===== src/rtl/conv_encoder_sequencer.sv =====
// Frame controller for the 802.11a rate-1/2 K=7 convolutional encoder: paces data bits,
// appends the zero tail, and punctures the serial coded stream to 1/2, 2/3 or 3/4.
module conv_encoder_sequencer #(
  parameter int LEN_W     = 16,
  parameter int TAIL_BITS = 6
) (
  input  logic             Clock,
  input  logic             Reset,
  input  logic             Start,
  input  logic [1:0]       Rate,
  input  logic [LEN_W-1:0] NumBits,
  input  logic             InData,
  input  logic             InValid,
  output logic             InReady,
  output logic             EncInput,
  output logic             EncClear,
  input  logic             EncOutput,
  output logic             OutData,
  output logic             OutValid,
  output logic             Busy,
  output logic             Done,
  output logic             Error
);

  localparam int TAIL_W = $clog2(TAIL_BITS + 1);

  typedef enum logic [1:0] {IDLE, LOAD, DATA, TAIL} state_t;

  state_t             state_q, state_d;
  logic               phase_q, phase_d;
  logic [1:0]         rate_q, rate_d;
  logic [LEN_W-1:0]   remaining_q, remaining_d;
  logic [1:0]         pi_q, pi_d;
  logic [TAIL_W-1:0]  tail_q, tail_d;
  logic               cur_bit_q, cur_bit_d;
  logic               enc_clear_q, enc_clear_d;
  logic               out_data_q, out_data_d;
  logic               out_valid_q, out_valid_d;
  logic               busy_q, busy_d;
  logic               done_q, done_d;
  logic               error_q, error_d;

  // Whether the coded bit at (pattern position, phase) survives puncturing.
  function automatic logic keep_bit(input logic [1:0] rate, input logic [1:0] pi,
                                    input logic phase);
    logic k;
    case (rate)
      2'b01:   k = (pi == 2'd0) || !phase;
      2'b10:   k = (pi == 2'd0) || ((pi == 2'd1) && !phase) || ((pi == 2'd2) && phase);
      default: k = 1'b1;
    endcase
    return k;
  endfunction

  function automatic logic [1:0] next_pi(input logic [1:0] rate, input logic [1:0] pi);
    logic [1:0] nxt;
    case (rate)
      2'b01:   nxt = (pi == 2'd0) ? 2'd1 : 2'd0;
      2'b10:   nxt = (pi == 2'd2) ? 2'd0 : pi + 2'd1;
      default: nxt = 2'd0;
    endcase
    return nxt;
  endfunction

  always_comb begin
    state_d     = state_q;
    rate_d      = rate_q;
    remaining_d = remaining_q;
    pi_d        = pi_q;
    tail_d      = tail_q;
    cur_bit_d   = cur_bit_q;
    error_d     = 1'b0;
    done_d      = 1'b0;
    out_valid_d = 1'b0;
    InReady     = 1'b0;
    EncInput    = 1'b0;
    // Phase tracks the encoder: held at 0 while it is cleared, toggling once running.
    phase_d     = (state_q == DATA || state_q == TAIL) ? ~phase_q : 1'b0;

    case (state_q)
      IDLE: begin
        if (Start) begin
          rate_d      = Rate;
          remaining_d = NumBits;
          pi_d        = 2'd0;
          state_d     = LOAD;
        end
      end
      LOAD: begin
        if (remaining_q == '0) begin
          tail_d  = TAIL_W'(TAIL_BITS);
          state_d = TAIL;
        end else begin
          InReady = 1'b1;
          if (InValid) begin
            cur_bit_d   = InData;
            remaining_d = remaining_q - LEN_W'(1);
            state_d     = DATA;
          end
        end
      end
      DATA: begin
        EncInput    = cur_bit_q;
        out_valid_d = keep_bit(rate_q, pi_q, phase_q);
        if (phase_q) begin
          pi_d = next_pi(rate_q, pi_q);
          if (remaining_q == '0) begin
            tail_d  = TAIL_W'(TAIL_BITS);
            state_d = TAIL;
          end else begin
            InReady = 1'b1;
            if (InValid) begin
              cur_bit_d   = InData;
              remaining_d = remaining_q - LEN_W'(1);
            end else begin
              error_d = 1'b1;
              state_d = IDLE;
            end
          end
        end
      end
      TAIL: begin
        out_valid_d = keep_bit(rate_q, pi_q, phase_q);
        if (phase_q) begin
          pi_d = next_pi(rate_q, pi_q);
          if (tail_q == TAIL_W'(1)) begin
            done_d  = 1'b1;
            state_d = IDLE;
          end else begin
            tail_d = tail_q - TAIL_W'(1);
          end
        end
      end
      default: state_d = IDLE;
    endcase

    enc_clear_d = (state_d == IDLE) || (state_d == LOAD);
    busy_d      = (state_d != IDLE) || done_d;
    out_data_d  = EncOutput;
  end

  always_ff @(posedge Clock or posedge Reset) begin
    if (Reset) begin
      state_q     <= IDLE;
      phase_q     <= 1'b0;
      enc_clear_q <= 1'b1;
      out_data_q  <= 1'b0;
      out_valid_q <= 1'b0;
      busy_q      <= 1'b0;
      done_q      <= 1'b0;
      error_q     <= 1'b0;
    end else begin
      state_q     <= state_d;
      phase_q     <= phase_d;
      enc_clear_q <= enc_clear_d;
      out_data_q  <= out_data_d;
      out_valid_q <= out_valid_d;
      busy_q      <= busy_d;
      done_q      <= done_d;
      error_q     <= error_d;
    end
  end

  // Frame parameters and counters are always reloaded before use, so they carry no reset.
  always_ff @(posedge Clock) begin
    rate_q      <= rate_d;
    remaining_q <= remaining_d;
    pi_q        <= pi_d;
    tail_q      <= tail_d;
    cur_bit_q   <= cur_bit_d;
  end

  assign EncClear = enc_clear_q;
  assign OutData  = out_data_q;
  assign OutValid = out_valid_q;
  assign Busy     = busy_q;
  assign Done     = done_q;
  assign Error    = error_q;

endmodule


===== config.mk =====
export PLATFORM = sky130hd
export DESIGN_NAME = conv_encoder_sequencer
export DESIGN_NICKNAME = d
export VERILOG_FILES = /design/src/rtl/conv_encoder_sequencer.sv
export SDC_FILE = /design/constraint.sdc
export NUM_CORES = 1
export LEC_CHECK = 0
export CAP_MARGIN = 15
export CORE_MARGIN = 10
export CORE_UTILIZATION = 47
export DETAILED_ROUTE_END_ITERATION = 12
export PLACE_DENSITY = 0.75
export SETUP_SLACK_MARGIN = 0.5
export SYNTH_ARGS = -nofsm -noshare
export SYNTH_HDL_FRONTEND = slang
export SYNTH_SLANG_ARGS = --single-unit

===== constraint.sdc =====
create_clock -name Clock -period 2.11 [get_ports Clock]
set_input_delay 0.422 -clock Clock [delete_from_list [all_inputs] [get_ports Clock]]
set_output_delay 0.422 -clock Clock [all_outputs]
set_load 0.02 [all_outputs]

# Word-level counts from Yosys, hierarchy flattened
# Index checks and enable logic that the tools add are counted.
# word_totals
inputBits	24
elab_cells	98
reg_bits	33
out_inout_bits	8
# op_classes
mux	43
reduce_logical	24
n_bitwise	1
n_addsub	3
n_eq_ne	14
# op_table
op	n
16-bit two-way mux	4
16-bit case mux with 3 select lines	1
2-bit two-way mux	11
16-bit zero test	1
1-bit two-way mux	16
16-bit by 1-bit subtractor with 16-bit output, second input constant	1
3-bit two-way mux	4
3-bit case mux with 3 select lines	1
2-bit by 1-bit == test with 1-bit output, second input constant	4
2-bit == test, second input constant	4
2-bit inequality test, second input constant	4
2-bit case mux with 2 select lines	2
2-bit case mux with 4 select lines	1
2-bit zero test	3
1-bit logical OR	6
1-bit case mux with 2 select lines	3
3-bit AND reduction	2
2-bit nonzero test	3
3-bit nonzero test	2
2-bit AND reduction	2
4-bit AND reduction	1
3-bit by 1-bit == test with 1-bit output, second input constant	1
3-bit by 1-bit subtractor with 3-bit output, second input constant	1
2-bit by 1-bit adder with 2-bit output, second input constant	1
other kinds (5)	6

# Logic depth before layout (Yosys ltp)
# Gate-level depths: netlist of run 1.
# logic_depth
ltp_word	6
depth_mapped	7
ltp_nobuf	7

# Worst setup path after synthesis of run 1
# Ideal clock, no wire load.
# synth_timing
path_type	reg-to-reg
startpoint	register remaining_q[0] (netlist name)
endpoint	register remaining_q[0], enable pin
stages_incl_launch_ff	8
synth_period_minus_slack_ps	1978
required_time_ps	1791
path_slack_ps	132
setup_ps	319
path_buffers	0
arrival_time_ps	1659
path_cell_list	edfxtp_1 -> inv_1 -> ha_1 -> nor4b_1 -> nand4_1 -> nand2_1 -> nand2_1 -> and3_1
# synth_lines
item	line	source
end signal: assignment	167	remaining_q <= remaining_d;
end: declaration	32	logic [LEN_W-1:0] remaining_q, remaining_d;

# Worst setup path after layout of run 1
# layout_timing
startpoint	register remaining_q[4]
endpoint	output port InReady
# layout_via
elab_chain_len	4
# layout_rtl
item	line	source
16-bit zero test *	90, 107	
1-bit two-way mux *	90, 107	
1-bit two-way mux	105	if (phase_q) begin
1-bit case mux with 2 select lines *	80	case (state_q)
end: declaration	14	output logic InReady,
# Mark *: on every way between the ends. The rest lies on a longest branch, timed or not.

==> results, run 1 <==
- The sequential fraction of the synthesis area is 0.488.
- Buffers inserted during clock tree synthesis total 5.
- The DRC violation count after routing is 0.
- The post-route minimum period is 2170 ps.
- The transition at the pin with the smallest max-transition slack is 448 ps.
- The detailed router placed 1742 vias in this run.
- The gate count after technology mapping is 190.
- The number of antenna violations at the first check in global routing came to 0.
- The first TritonRoute pass finished after 4 iterations.
- At the end of routability-driven placement, the weighted congestion stood at 0.894.
- The endpoint kind of the worst setup timing path is an output port.
- Clock tree synthesis found a total of 33 sinks.
- The total area inside the core boundary comes to 0.00400 mm^2.
- After detailed routing, the average wire length per cell comes to 17.4 um.
- The cell at the root of the clock tree is clkbuf_8.
- The worst pin sits at a relative slew slack of 0.701.
- Across every metal layer, demand over resource in global routing totals 0.147.
- The area of the mapped netlist is 0.00194 mm^2.
- Setup repair after global routing could not meet its margin everywhere.
- The analysis attributes to cell leakage a power of 0.00120 uW.
- The critical setup path kind is reg -> out.
- The total power density per cell area is 416 mW/mm^2.
- Using the TritonRoute via totals, the vias-per-cell ratio works out to 5.55.
- IR analysis of the VDD net gives a maximum drop of 310 uV.
- Fill cells in the final layout number 268.
- After layout, the worst setup slack is -62.4 ps.
- The library cells used most frequently in the layout, excluding fill and tap cells, are buf_4, nor2_1, edfxtp_1.
- For this design, the slowest cell found on the critical path is nor4_2.
- The total negative slack for setup checks is -62.8 ps.
- In this run the core area contains 23 standard-cell rows.
- The class of the most critical hold timing path is in -> async.
- In this design, the largest share of critical-path delay is due to simple AND/OR/NAND/NOR gates.
- The average cell area after synthesis is 10.2 um^2.
- In this run the remaining antenna-violating nets after routing total 0.
- After detailed routing, the total wire length is 5.45 mm.
- The delay of the slowest critical-path stage is 440 ps.
- The library cell used most frequently in the layout, excluding fill and tap cells, is buf_4.
- The share of layout cells above drive strength 1 is 0.352.
- The HPWL after detailed placement is 3.28 mm.
- The floorplan die height is 84.3 um.
- CTS built an H-tree with a depth of 2.
- Setup violations remaining at the end of the flow were counted as 2.
- The endpoint required time on the critical path is 1690 ps.
- At the worst endpoint, the arrival time is 1750 ps.
- The critical path buffer and inverter count is 1.
- The post-synthesis net count is 224.
- For this block, the initial DRC count from the detailed router was 97.
- The later pin in the worst-skew pair is clocked with a latency of 290 ps.
- For the worst flop-to-flop path, the logic depth is 7.
- Overall power consumption after layout is estimated at 1240 uW.
- The final-report hold violation count came to 0.
- The first-pass GRT wire length is 8.56 mm.
- The finished layout holds 314 standard cells, fillers aside.
- 0 antenna diodes ended up in the layout.
- In the final layout, the multi-input gates occupy 0.00118 mm^2.
- Port buffering added 31 buffers.
- The tightest hold path in the finished design has a slack of 399 ps.
- Of all nets on the critical path, the largest fanout is 3.
- The area growth from synthesis to layout is 54.0%.
- The TritonCTS clock tree is yes.
- Clock-pin slew was measured on the worst setup and hold paths at 70 ps.
- The max-slew violation count was 0.
- The final critical-path share of the clock period is 1.03.
- In this run, placement finished with an instance count of 291.
- The run finished, with violations left.
- The number of nets in the final layout is 297.
- The register area is 950 um^2.
- The distinct cell type count of the synthesized netlist is 45.
- The worst setup path is launched from a flip-flop.
- The number of max-cap violations is 0.
- Counting buffers and inverters, the worst setup path is 4 cells deep.
- For this configuration, the core starts out at a cell density of 0.485.
- The final reports fail on negative setup slack.
- 32 I/O pins were placed.
- Entering global routing, the biggest net connects 17 pins.
- In this run the horizontal extent of the chip is 84.3 um.
- The critical path goes through nor4_2 > nand4_1 > and3_2 > buf_2.
- The synthesized design contains 33 register bits.
- The Yosys step of the flow raised 0 warnings.
- Based on the critical path, the design can be clocked at up to 460 MHz.
- The total grt overflow is 0.
- The number of global-route vias before repair was 1668.
- The clock tree skew after final layout is 3.93 ps.
- Counting along the longest clock path gives a buffer depth of 2.
- The die covers 0.00710 mm^2.
==> timing repair <==
| action | in CTS | in global routing |
|---|---|---|
| gates resized for setup | 45 | 19 |
| setup endpoints to repair | 43 | 40 |
| pin swaps | 9 | 8 |
| gates cloned | 2 | 0 |
| hold buffers | 0 | 0 |
| setup buffers | 7 | 6 |
==> final timing paths <==
check	slack, ps	start	end
worst max-delay path	-60	remaining_q[4]	InReady
worst min-delay path	400	Reset	Done
worst max register to register	0	state_q[1]	Busy
worst min register to register	630	pi_q[1]	pi_q[1]
max in group asynchronous	1410	Reset	EncClear
min in group Clock	570	EncOutput	OutData
==> kinds of logic after synthesis <==
group / Yosys count / synth area share
AND/OR/NAND/NOR: 80 / 0.232
AO/OA/AOI/OAI: 33 / 0.106
flip-flops: 33 / 0.488
buffers and inverters: 19 / 0.0400
XOR/XNOR: 13 / 0.0586
adder cells (fa/ha/maj): 10 / 0.0644
multiplexers: 2 / 0.0110
==> worst register-to-register path: stages, from the launching register on <==
cell	delay [ps]
dfrtp_2	460
inv_4	100
buf_6	110
ha_4	150
buf_4	170
nor3b_1	410
nor3b_1	140
or4_1	440
==> power by group <==
group          switching (uW)  internal, uW
Combinational            26.4          48.1
Clock                     246           228
Sequential              0.164           696
Total                     272           972
==> per-layer routing <==
layer	part of all wire	global-route usage	routed length (um)
met5	0	0	0
met4	0.024	0.0654	129
met3	0.054	0.0319	292
met2	0.50	0.234	2740
met1	0.42	0.186	2290
==> synth_stat cells, drive strengths merged <==
master  instances  area, um^2
nor2           31         116
edfxtp         24         721
a21oi          21         105
inv            14        52.6
nand2          13        48.8
ha             10         125
dfrtp           8         200
xnor2           8        70.1
nand2b          6        37.5
nor4            6        56.3
xor2            5        43.8
nor3            4        25.0
buf             3        17.5
nand3b          3        26.3
nor3b           3        22.5
a31oi           2        12.5
and2            2        12.5
and3            2        12.5
clkbuf          2        7.51
nor2b           2        12.5
nor4b           2        32.5
or3             2        13.8
or4             2        18.8
a211o           1        8.76
a211oi          1        7.51
a21o            1        7.51
a221oi          1        8.76
a311oi          1        8.76
dfstp           1        26.3
mux2            1        11.3
mux2i           1        10.0
nand4           1        6.26
nand4b          1        8.76
o21a            1        7.51
o21ai           1        5.00
o21bai          1        7.51
o311ai          1        16.3
o41a            1        11.3
==> sequential cells by signal (all words and copies together) (netlist names), 2 cells and up <==
name and count:
tail_q 3, pi_q 2, rate_q 2, state_q 2
remaining_q 16
==> stage by stage <==
| stage | cell area [um^2] | utilization | worst slack [ps] |
|---|---|---|---|
| 2_1_floorplan | 2020 | - | 236 |
| 5_1_grt | 2990 | 0.748 | -168 |
| 4_1_cts | 2850 | 0.712 | 53.1 |
| 3_5_place_dp | 2540 | 0.636 | -31.6 |
| 6_report | 2990 | 0.748 | -62.4 |
| 3_3_place_gp | 2540 | 0.636 | 0.674 |
==> final cells by class <==
cell class	count	share of cell area
multi-input combinational	139	0.393
sequential	33	0.318
timing repair buffer	70	0.221
clock buffer	5	0.0230
tap	50	0.0209
inverter	14	0.0192
clock inverter	3	0.00544
Power figures use the tool's default switching activity.
==> run 2: changes to the inputs <==
--- a/config.mk
+++ b/config.mk
@@ -8,6 +8,7 @@
 export CAP_MARGIN = 15
 export CORE_MARGIN = 10
 export CORE_UTILIZATION = 47
+export CTS_CLUSTER_DIAMETER = 60
 export DETAILED_ROUTE_END_ITERATION = 12
 export PLACE_DENSITY = 0.75
 export SETUP_SLACK_MARGIN = 0.5
==> results of run 2 <==
No change in the layout: final DEF, timing and power equal those of run 1.
==> run 3: changes to the inputs <==
--- a/config.mk
+++ b/config.mk
@@ -12,6 +12,8 @@
 export DETAILED_ROUTE_END_ITERATION = 12
 export PLACE_DENSITY = 0.75
 export SETUP_SLACK_MARGIN = 0.5
+export SKIP_LAST_GASP = 1
+export SLEW_MARGIN = 20
 export SYNTH_ARGS = -nofsm -noshare
 export SYNTH_HDL_FRONTEND = slang
 export SYNTH_SLANG_ARGS = --single-unit
==> results, run 3 (synthesis gave the netlist of run 1 again) <==
- The cell-internal power is 971 uW (-0.14%).
- The most common cell after layout, fill and taps aside is buf_4.
- The max-slew headroom at the worst pin came to 0.746 (+0.0457).
- The flow ran to the end, but the final reports show violations.
- The floorplan row count is 23 (unchanged).
- The top achievable clock speed was 464 MHz (+0.88%).
- The post-route met1 wirelength is 2.36 mm (+3.3%).
- The total track usage is 0.147 (unchanged).
- The worst setup path is of the reg -> out kind.
- The floorplan die height is 84.3 um (unchanged).
- The total of buffers placed on input and output ports is 31 (unchanged).
- The number of buffers between clock root and the deepest sink is 2 (unchanged).
- The worst slack at placement is -31.6 ps (unchanged).
- The half-perimeter wire length after placement is 3.28 mm (unchanged).
- The instance area after placement is 0.00254 mm^2 (unchanged).
- The reg-to-reg startpoint is remaining_q[5].
- The detailed route wirelength on metal2 is 2.74 mm (about the same).
- The share of layout cells above drive strength 1 is 0.341 (-0.0114).
- The class of the most critical hold timing path is in -> async.
- The total CTS buffers is 5 (unchanged).
- The total power draw is 1250 uW (+0.13%).
- The post-route minimum period came to 2150 ps (-18.9 ps).
- The count of H-tree levels built during CTS is 2 (unchanged).
- The max-slew violation count came to 0 (unchanged).
- The net load switching power is 275 uW (+1.1%).
- The worst setup path is captured at an output port.
- STA classifies the critical path startpoint as a flip-flop.
- The endpoint required time on the critical path is 1690 ps (about the same).
- The die footprint came to 0.00710 mm^2 (unchanged).
- The clock share of power was 0.384 (+0.003).
- The total grt overflow was 0 (unchanged).
- The met3 routed wirelength was 280 um (-4.1%).
- The flip-flop count of the largest register after layout was 16 (unchanged).
- The largest register by flop count is remaining_q.
- In the layout the commonest cells are buf_4, nor2_1, edfxtp_1.
- The effective utilization at floorplan came to 0.485 (unchanged).
- The maximum vdd drop was 280 uV (-9.7%).
- The length in cells of the worst reg-to-reg path is 6 (-1).
- The detail-routed net length per standard cell was 17.5 um (+0.84%).
- TritonCTS built the clock tree.
- The clock tree skew after final layout was 2.50 ps (-1.43 ps).
- The width of the die is 84.3 um (unchanged).
- The final setup slack of the worst path was -43.5 ps (+18.9 ps).
- Compared with the post-synthesis result, the final layout area differs by 52.3%.
- The DRC violation count after routing is 0 (unchanged).
- Setup repair after global routing could not meet its margin everywhere.
- The violation count after the first detailed-routing iteration was 132 (+36%).
- The detailed-route vias per instance is 5.52 (-0.46%).
- The first-pass GRT wire length came to 8.56 mm (unchanged).
- The peak fanout along the critical path is 3 (unchanged).
- The worst reg2reg path endpoint is remaining_q[14].
- The core box area is 0.00400 mm^2 (unchanged).
- The number of nets with antenna violations after detailed routing is 0 (unchanged).
- The total leakage power is 0.00119 uW (-0.70%).
- The last weighted congestion value of the routability-driven placer is 0.894 (unchanged).
- The total power density per cell area is 421 mW/mm^2 (+1.3%).
- The overall via count from detail_route is 1734 (-0.46%).
- The part of the total power dissipated in combinational logic came to 0.057 (-0.003).
- The clock sink count is 33 (unchanged).
- The delay of the slowest critical-path stage is 410 ps (-30 ps).
- The detailed-route wire length is 5.50 mm (+0.84%).
- The signal arrival time at the worst endpoint came to 1730 ps (-20 ps).
- The final-report hold violation count is 0 (unchanged).
- The instance count after placement with tap cells included was 291 (unchanged).
- The top-level port count is 32 (unchanged).
- The final standard cell count with taps included and fillers excluded was 314 (unchanged).
- The number of max-cap violations is 0 (unchanged).
- The final critical-path share of the clock period is 1.02 (-0.00896).
- The checks that failed: negative setup slack.
- The cell at the root of the clock tree is clkbuf_8.
- The cell with the biggest individual delay on the critical path is edfxtp_1.
- The final instance area came to 0.00296 mm^2 (-1.1%).
- The fraction of power spent switching nets came to 0.221 (+0.00209).
- The worst-case hold slack is 391 ps (-8.72 ps).
- The largest registers in the layout are remaining_q (16), tail_q (3).
- The source-to-sink clock delay at the later pin of the worst-skew pair is 290 ps (about the same).
- The number of nets in the final layout was 297 (unchanged).
- The slack of the worst reg-to-reg path is 20 ps (+20 ps).
- The first-pass detailed-route iteration total was 4 (unchanged).
- The final antenna diode count was 0 (unchanged).
- The fraction of power consumed by sequential logic came to 0.558 (about the same).
- The count of final setup violators was 1 (-1).
- The transition at the pin with the smallest max-transition slack is 380 ps (-68.3 ps).
- The fill cell total of the finished layout is 275 (+2.6%).
- The cts-stage hold buffer count is 0 (unchanged).
- The critical path goes through nor4_2 > nand4_1 > and3_2 > buf_2.
- The maximum number of pins on one net before global-route repair was 17 (unchanged).
- The number of antenna violations at the first check in global routing is 0 (unchanged).
- The clock transition at the registers of the reported paths is 70 ps (about the same).
- The highest layer touched by signal routing is met4.
- The number of global-route vias before repair was 1668 (unchanged).
-- run 3: cell counts in the layout (fill, tap and decap cells not counted) --
Identical to the previous run, type by type.
-- run 3: critical path, delay by kind of cell, from the launching register on --
family	cells	cell delay [ps]
flops	1	410
buf+inv	1	160
simple gates	3	870
-- run 3: power by group through the flow --
stage	combinational, uW	sequential, uW	clock [uW]
2_1_floorplan	16.8	711	0
3_3_place_gp	68.1	710	0
3_5_place_dp	70.1	710	0
4_1_cts	69.8	696	478
5_1_grt	77.6	695	508
6_report	71.3	696	479
-- run 3: repair_timing --
item,CTS,global route
pin swaps,9,7
cloned,2,0
setup buffers,7,6
resized for setup,45,12
setup endpoints to repair,43,40
-- run 3: area by class of cell --
cell class | count | area (um^2) | share of cell area
Multi-Input combinational cell | 139 | 1140 | 0.386
Tap cell | 50 | 62.6 | 0.0212
Timing Repair Buffer | 70 | 659 | 0.223
Sequential cell | 33 | 950 | 0.321
Clock inverter | 3 | 16.3 | 0.00550
Clock buffer | 5 | 68.8 | 0.0233
Inverter | 14 | 57.6 | 0.0195
-- run 3: how the worst max path moves through the flow --
| stage | cells after the start | slack [ps] | startpoint | end |
|---|---|---|---|---|
| 6_report | 4 | -40 | remaining_q[4] | InReady |
| 2_1_floorplan | 7 | 240 | state_q[0] | Busy |
| 3_5_place_dp | 6 | -30 | remaining_q[0] | InReady |
| 4_1_cts | 6 | 50 | remaining_q[0] | InReady |
| 5_1_grt | 4 | -130 | remaining_q[4] | InReady |
| 3_3_place_gp | 4 | 0.7 | remaining_q[11] | InReady |
-- run 3: per-stage QoR --
step | setup TNS, ps | util
2_1_floorplan | 0 | -
3_3_place_gp | 0 | 0.636
3_5_place_dp | -53.6 | 0.636
4_1_cts | 0 | 0.712
5_1_grt | -289 | 0.739
6_report | -43.5 | 0.739
-- run 3: per-layer routing --
layer  global-route usage  up-vias
met3               0.0319       13
met2                0.234       78
li1                     -      816
met1                0.186      827
met4               0.0654        0
met5                    0        -
